<file path="config.mk">
export PLATFORM = sky130hd
export DESIGN_NAME = add_loa_pipe_flat
export DESIGN_NICKNAME = d
export VERILOG_FILES = /design/src/rtl/add_loa_pipe_if.sv /design/src/rtl/add_loa_pipe.sv /design/src/flat_wrapper.sv
export SDC_FILE = /design/constraint.sdc
export NUM_CORES = 1
export LEC_CHECK = 0
export BUFFER_PORTS_ARGS = -buffer_cell sky130_fd_sc_hd__buf_2
export CORE_ASPECT_RATIO = 0.75
export CORE_MARGIN = 2
export CORE_UTILIZATION = 56
export DETAILED_ROUTE_END_ITERATION = 8
export HOLD_SLACK_MARGIN = 0.08
export PLACE_DENSITY = 0.78
export SYNTH_ARGS = -nofsm -noshare
export SYNTH_HDL_FRONTEND = slang
export SYNTH_SLANG_ARGS = --single-unit
</file>
<file path="constraint.sdc">
create_clock -name CLK -period 3.55 [get_ports CLK]
set_clock_uncertainty 0.1 [all_clocks]
set_input_delay 0.1775 -clock CLK [delete_from_list [all_inputs] [get_ports CLK]]
set_output_delay 0.1775 -clock CLK [all_outputs]
set_load 0.02 [all_outputs]
</file>
<file path="src/rtl/add_loa_pipe_if.sv">
// add_loa_pipe_if: operand/result handshake bundle
// for the pipelined approximate adder
interface add_loa_pipe_if #(
  parameter int WIDTH = 8,
  parameter int KMAX  = 4
);
  localparam int KW = (KMAX > 0) ? $clog2(KMAX + 1) : 1;

  logic             IN_VALID;
  logic             IN_READY;
  logic [WIDTH-1:0] A;
  logic [WIDTH-1:0] B;
  logic [KW-1:0]    K;
  logic             OUT_VALID;
  logic             OUT_READY;
  logic [WIDTH:0]   O;

  modport master (
    output IN_VALID, A, B, K, OUT_READY,
    input  IN_READY, OUT_VALID, O
  );

  modport slave (
    input  IN_VALID, A, B, K, OUT_READY,
    output IN_READY, OUT_VALID, O
  );
endinterface

</file>
<file path="src/rtl/add_loa_pipe.sv">
// add_loa_pipe: pipelined lower-part-OR adder
// per-beat approximate width, one carry segment per stage
module add_loa_pipe #(
  parameter int WIDTH = 8,
  parameter int SEG   = 4,
  parameter int KMAX  = 4
) (
  input logic           CLK,
  input logic           RST_N,
  add_loa_pipe_if.slave io
);
  localparam int NS = (WIDTH + SEG - 1) / SEG;
  localparam int KW = (KMAX > 0) ? $clog2(KMAX + 1) : 1;

  typedef logic [WIDTH-1:0] word_t;

  logic [NS:0]   v_q;
  logic [NS:0]   adv;
  word_t         a_q   [NS];
  word_t         b_q   [NS];
  logic [KW-1:0] ke_q  [NS];
  word_t         sum_q [NS];
  logic [NS-1:0] c_q;
  word_t         sum_d [NS];
  logic [NS-1:0] c_d;
  word_t         sin   [NS];
  logic [NS-1:0] cin;
  logic [KW-1:0] ke_in;

  assign ke_in = (io.K > KW'(KMAX)) ? KW'(KMAX) : io.K;

  always_comb begin
    logic r;
    adv = '0;
    r = !v_q[NS] || io.OUT_READY;
    adv[NS] = r;
    for (int s = NS - 1; s >= 0; s--) begin
      r = !v_q[s] || r;
      adv[s] = r;
    end
  end

  always_comb begin
    sin[0] = '0;
    cin[0] = 1'b0;
    for (int s = 1; s < NS; s++) begin
      sin[s] = sum_q[s-1];
      cin[s] = c_q[s-1];
    end
  end

  // each bit picks OR or full-add from its own Ke
  always_comb begin
    word_t ps;
    logic  cy;
    int    k;
    ps = '0;
    cy = 1'b0;
    k  = 0;
    for (int s = 0; s < NS; s++) begin
      ps = sin[s];
      cy = cin[s];
      k  = int'(ke_q[s]);
      for (int i = 0; i < WIDTH; i++) begin
        if (i / SEG == s) begin
          if (i < k) begin
            ps[i] = a_q[s][i] | b_q[s][i];
            cy = (i == k - 1) && a_q[s][i] && b_q[s][i];
          end else begin
            ps[i] = a_q[s][i] ^ b_q[s][i] ^ cy;
            cy = (a_q[s][i] & b_q[s][i])
               | (cy & (a_q[s][i] ^ b_q[s][i]));
          end
        end
      end
      sum_d[s] = ps;
      c_d[s]   = cy;
    end
  end

  always_ff @(posedge CLK or negedge RST_N) begin
    if (!RST_N) begin
      v_q <= '0;
      c_q <= '0;
      for (int s = 0; s < NS; s++) begin
        a_q[s]   <= '0;
        b_q[s]   <= '0;
        ke_q[s]  <= '0;
        sum_q[s] <= '0;
      end
    end else begin
      if (adv[0]) v_q[0] <= io.IN_VALID;
      if (adv[0] && io.IN_VALID) begin
        a_q[0]  <= io.A;
        b_q[0]  <= io.B;
        ke_q[0] <= ke_in;
      end
      for (int s = 0; s < NS; s++) begin
        if (adv[s+1]) v_q[s+1] <= v_q[s];
        if (adv[s+1] && v_q[s]) begin
          sum_q[s] <= sum_d[s];
          c_q[s]   <= c_d[s];
        end
      end
      for (int s = 1; s < NS; s++) begin
        if (adv[s] && v_q[s-1]) begin
          a_q[s]  <= a_q[s-1];
          b_q[s]  <= b_q[s-1];
          ke_q[s] <= ke_q[s-1];
        end
      end
    end
  end

  assign io.IN_READY  = adv[0];
  assign io.OUT_VALID = v_q[NS];
  assign io.O         = {c_q[NS-1], sum_q[NS-1]};
endmodule

</file>
<file path="src/flat_wrapper.sv">
// flat-port wrapper written by rule: the top's interface ports become plain ports
module add_loa_pipe_flat 
#(
  parameter int WIDTH = 8,
  parameter int SEG   = 4,
  parameter int KMAX  = 4
)
  (CLK, RST_N, io_IN_VALID, io_A, io_B, io_K, io_OUT_READY, io_IN_READY, io_OUT_VALID, io_O);
  add_loa_pipe_if #(.WIDTH(WIDTH), .KMAX(KMAX)) io_i ();
  input logic CLK;
  input logic RST_N;
  input wire logic [$bits(io_i.IN_VALID)-1:0] io_IN_VALID;
  input wire logic [$bits(io_i.A)-1:0] io_A;
  input wire logic [$bits(io_i.B)-1:0] io_B;
  input wire logic [$bits(io_i.K)-1:0] io_K;
  input wire logic [$bits(io_i.OUT_READY)-1:0] io_OUT_READY;
  output wire logic [$bits(io_i.IN_READY)-1:0] io_IN_READY;
  output wire logic [$bits(io_i.OUT_VALID)-1:0] io_OUT_VALID;
  output wire logic [$bits(io_i.O)-1:0] io_O;
  assign io_i.IN_VALID = io_IN_VALID;
  assign io_i.A = io_A;
  assign io_i.B = io_B;
  assign io_i.K = io_K;
  assign io_i.OUT_READY = io_OUT_READY;
  assign io_IN_READY = io_i.IN_READY;
  assign io_OUT_VALID = io_i.OUT_VALID;
  assign io_O = io_i.O;
  add_loa_pipe #(.WIDTH(WIDTH), .SEG(SEG), .KMAX(KMAX)) u_core (.CLK(CLK), .RST_N(RST_N), .io(io_i));
endmodule
</file>
After elaboration in Yosys (flattened, before gate mapping) --
Index checks and enable logic that the tools add are counted.
Word-level totals: flip-flop bits (word level) 55, bits in latches 0, memory bits (writable) 0, memory bits (read-only) 0, bits of input ports 23, output and inout port bits 11, logic and storage cells 112, memories 0
Cells by class: add/sub/neg operators 2, $mul 0, divide/modulo/power cells 0, $lt $le $gt $ge 8, equality and inequality tests 6, shift-type cells 0, multiplexer cells 15, bitwise operators 44, reduce and logical (&&, ||, !) cells 24
Operators by type and width (count):
- 4-bit by 32-bit == test with 1-bit output (first input constant) | 3
- 3-bit by 32-bit == test with 1-bit output (first input constant) | 2
- 2-bit by 32-bit == test with 1-bit output (first input constant) | 1
- 32-bit zero test | 1
- 1-bit logical AND | 17
- 1-bit AND | 15
- 1-bit bitwise XOR | 15
- 1-bit two-way mux | 14
- 1-bit OR | 14
- 3-bit less-than comparator (first input constant) | 3
- 3-bit by 1-bit subtractor with 4-bit output (second input constant) | 2
- 1-bit by 3-bit less-than comparator with 1-bit output (first input constant) | 2
- 2-bit by 3-bit less-than comparator with 1-bit output (first input constant) | 2
- 3-bit > comparator (second input constant) | 1
- 1-bit zero test | 3
- 1-bit logical OR | 3
- 3-bit two-way mux | 1

Logic depth before layout (Yosys ltp) --
depth in word-level cells 14, mapped depth 12, depth with buffers taken out 12

Least setup slack after synthesis --
OpenSTA, ideal clock, no wires.
path type register to register, from register u_core.ke_q[5] (netlist bit), to register u_core.sum_q (netlist bit u_core.sin[3]), setup time 0.125 ns, data arrival time 2.694 ns, data required time 3.325 ns, path slack 0.631 ns, stages on the path, launching flop included 13, path buffers 1, period minus slack after synthesis 2.919 ns, cells stage by stage dfrtp_1 -> buf_2 -> inv_1 -> ha_1 -> nand4_1 -> a21o_1 -> fa_1 -> o21ai_0 -> fa_1 -> a21oi_1 -> fa_1 -> mux2i_1 -> mux2_2
On the way: cells in the longest elaborated chain, start to end 13, elaborated cells between the ends (all ways) 23, those cells by class add/sub (1); order compare (4); eq/ne (2); mux (4); bitwise (5); reduce/logical (7)
Ends and longest elaborated chain:
- start, declared | line add_loa_pipe.sv:21 | logic [KW-1:0] ke_q [NS];
- start signal, assigned by index | line add_loa_pipe.sv:109 | ke_q[s] <= ke_q[s-1];
- 3-bit by 1-bit subtractor with 4-bit output | line add_loa_pipe.sv:68 | cy = (i == k - 1) && a_q[s][i] && b_q[s][i];
- 32-bit zero test | line add_loa_pipe.sv:68
- 1-bit logical AND (2 in series) | line add_loa_pipe.sv:68
- 1-bit two-way mux | line add_loa_pipe.sv:66 | if (i < k) begin
- 1-bit AND | line add_loa_pipe.sv:72 | | (cy & (a_q[s][i] ^ b_q[s][i]));
- 1-bit OR | line add_loa_pipe.sv:72
- 1-bit two-way mux | line add_loa_pipe.sv:66
- 1-bit AND | line add_loa_pipe.sv:72
- 1-bit OR | line add_loa_pipe.sv:72
- 1-bit two-way mux | line add_loa_pipe.sv:66
- 1-bit bitwise XOR | line add_loa_pipe.sv:70 | ps[i] = a_q[s][i] ^ b_q[s][i] ^ cy;
- 1-bit two-way mux * | line add_loa_pipe.sv:66
- end signal, assigned by index | line add_loa_pipe.sv:101 | sum_q[s] <= sum_d[s];
- end, declared | line add_loa_pipe.sv:22 | word_t sum_q [NS];
Every way passes the cells marked *; elsewhere a longest branch is shown, timed or not. A chain may end at the register's enable or synchronous reset.

Worst setup path in the final report --
from register u_core.ke_q[4] (netlist bit), to register u_core.sum_q (netlist bit u_core.sin[3])
The elaborated chain is that of the path after synthesis.

==> metrics.cfg <==
[timing]
hold_violations=0
period_needed_ps=3220
grt_setup_unrepaired=no
clock.fmax_mhz=310
slew_violations=0
worst_pin_slew_ps=1030
fin_tns_setup_ps=0
slew_headroom_pct=31.5
final.period_utilization_pct=90.8
layout_setup_ws_ps=327
setup_viol=0

[grt]
grt_pass1_wl_mm=7.11
grt_antenna_before_repair=0
grt-ovfl-total=0
grt_max_degree=48
grt_pass1_vias=1527
grt.total_usage_pct=19.8

[cts]
ctsHoldBuffers=19
cts.clk_slew.worst_paths_ps=90
cts_resized=0
cts.htree.levels=2
cts_tree=built
cts-root-buf=clkbuf_8
cts.sinks=47
worst_skew_pair.late_latency_ps=310
cts_buffers=5
postCtsSetupRepairBufs=0
cts.path.max_buffers=2

[layout]
layout.nets=277
drive_gt1_share_pct=36.4
multi_input_area_sq_um=1070
diodes=0
layout_common_cells=dfrtp_1, mux2_2, buf_2, inv_1, dlygate4sd3_1
regArea_sq_um=1180
final_design_area_no_fill_sq_um=2910
finish.utilization_pct=71.2
area_delta_synth_final_pct=21.5
final_common_cell=dfrtp_1
fillers=288

[setup_path]
critPathMaxStageDelay_ps=530
cp.arrival_ps=3320
rr_worst_depth=11
setup.worst_path.start=u_core.ke_q[4]
cp-start-kind=flip-flop
cp_common_cell=fa_1
reg2reg_to=u_core.sin[3]
setup.worst_path.end_class=flip-flop
path_class=flip-flop to flip-flop
worst-path-max-fanout=11
crit_slowest_cell=dfrtp_1
worstPathCellList=nor2_1 > ha_1 > nand4_1 > a21o_1 > fa_1 > o21ai_0 > fa_1 > a21oi_1 > fa_1 > mux2i_1 > mux2_2
r2r_slack_ps=330
cp.required_ps=3640
r2r-start=u_core.ke_q[4]

[synthesis]
syn_area_sq_um=2390
ys_seq_elements=47
seq_area_frac_synth_pct=49.2
synth_cell_types=34
synth_area_per_cell_sq_um=13.0
syn_nets=223
synth_cells=184
yosysWarnings=0

[job]
maxCapViolations=0

[power]
vdd_drop_max_mv=0.354
power.density_nw_per_um2=627
p_leak_nw=1.36

[place]
dpl.hpwl_mm=2.75
routabilityCongestion=0.863
dp_slack_ps=370
dpl_cell_area_sq_um=2580
port_buffers=33

[routing]
vias_per_cell=5.15
detail_route.wl_per_cell_um=14.3
finalWirelength_mm=4.21
drtIter0Drc=83
ant_nets=0
via_count=1515
firstDrtPassIters=4
drcViolationCount=0

[floorplanning]
die_area_sq_um=4810
rows=20
die_w_um=79.5
initial_core_util_pct=58.6
die_y_um=60.6
core_sq_um=4080
ioPinCount=34

[min_path]
holdPathStages=3
worstHoldEndpoint=u_core.v_q[2]
hp-class=primary input to flip-flop
min_from=io_OUT_READY

[status]
status=finished, final reports clean

==> through the flow <==
| stage | instances | power, mW | hold WS [ps] |
|---|---|---|---|
| global route | 294 | 1.95 | 112 |
| global placement | 267 | 1.32 | 309 |
| detailed placement | 267 | 1.35 | 312 |
| finish | 294 | 1.82 | 105 |
| floorplan | 184 | 1.20 | -218 |
| CTS | 294 | 1.84 | 97.1 |
==> worst max path at each step <==
stage	to	slack (ps)	cells past startpoint
2_1_floorplan	u_core.sin[3]	630	12
3_3_place_gp	u_core.sin[3]	430	11
3_5_place_dp	u_core.sin[3]	370	11
4_1_cts	u_core.sin[3]	340	11
5_1_grt	u_core.sin[3]	190	11
6_report	u_core.sin[3]	330	11
==> cell usage after synthesis <==
master | count | area, sq um
dfrtp_1 | 47 | 1180
mux2_2 | 40 | 450
inv_1 | 23 | 86.3
ha_1 | 9 | 113
fa_1 | 7 | 140
mux2i_1 | 7 | 70.1
a21oi_1 | 5 | 25.0
nor2_1 | 5 | 18.8
nand4_1 | 4 | 25.0
a31oi_1 | 3 | 18.8
buf_2 | 3 | 15.0
nand2b_1 | 3 | 18.8
nor2b_1 | 3 | 18.8
nand2_1 | 2 | 7.51
nand2_2 | 2 | 12.5
o21ai_0 | 2 | 10.0
or3_1 | 2 | 12.5
a21o_1 | 1 | 7.51
a41oi_1 | 1 | 8.76
and3_1 | 1 | 6.26
buf_12 | 1 | 20.0
buf_4 | 1 | 7.51
buf_6 | 1 | 11.3
nand2_4 | 1 | 11.3
nand3b_2 | 1 | 11.3
nand4b_4 | 1 | 23.8
nor3b_1 | 1 | 7.51
nor4_1 | 1 | 6.26
o21a_1 | 1 | 7.51
o22a_1 | 1 | 8.76
o2bb2ai_1 | 1 | 8.76
o311ai_0 | 1 | 8.76
o32a_1 | 1 | 10.0
or2b_1 | 1 | 7.51
==> flip-flops by register name, summed over array words and instances, names as in the netlist <==
name and cells:
u_core.ke_q 6, u_core.a_q 12, u_core.v_q 3, u_core.sin 4, u_core.b_q 12, u_core.c_q 2
u_core.io.O 8
==> area by class of cell <==
type	instances	share of cell area (%)
clock buffer	5	2.37
clock inverter	3	2.33
inverter	23	2.97
multi-input combinational	108	37.0
sequential	47	40.5
tap	55	2.37
timing repair buffer	53	12.5
==> metal layers <==
metal	vias to the layer above	global-route usage [%]	routed length [um]
met2	31	31.6	1940
met3	4	6.70	174
li1	737	-	-
met4	0	5.42	36
met5	-	0	0
met1	743	26.6	2060
==> where the power goes <==
part           switching (mW)  leakage, nW  internal [mW]  total [mW]
Clock                   0.186       0.0644          0.281       0.467
Combinational           0.288        0.754          0.284       0.572
Sequential              0.106        0.546          0.677       0.783
==> logic make-up (layout without fill, tap and decap cells) <==
logic type               after synthesis  count (layout)  share of synthesized area [%]
multiplexers                          47              47                           21.8
buffers and inverters                 29              84                           5.86
AND/OR/NAND/NOR                       28              28                           7.85
adder cells (fa/ha/maj)               16              16                           10.6
AO/OA/AOI/OAI                         17              17                           4.76
flip-flops                            47              47                           49.2
==> worst max-delay path, delay by kind of cell (launching register included) <==
family	cells	cell delay [ps]
adder cells (fa/ha/maj)	4	1420
flip-flops	1	530
AO/OA/AOI/OAI	3	530
multiplexers	2	310
AND/OR/NAND/NOR	2	210
No activity file was read; power rests on OpenSTA's default activity.
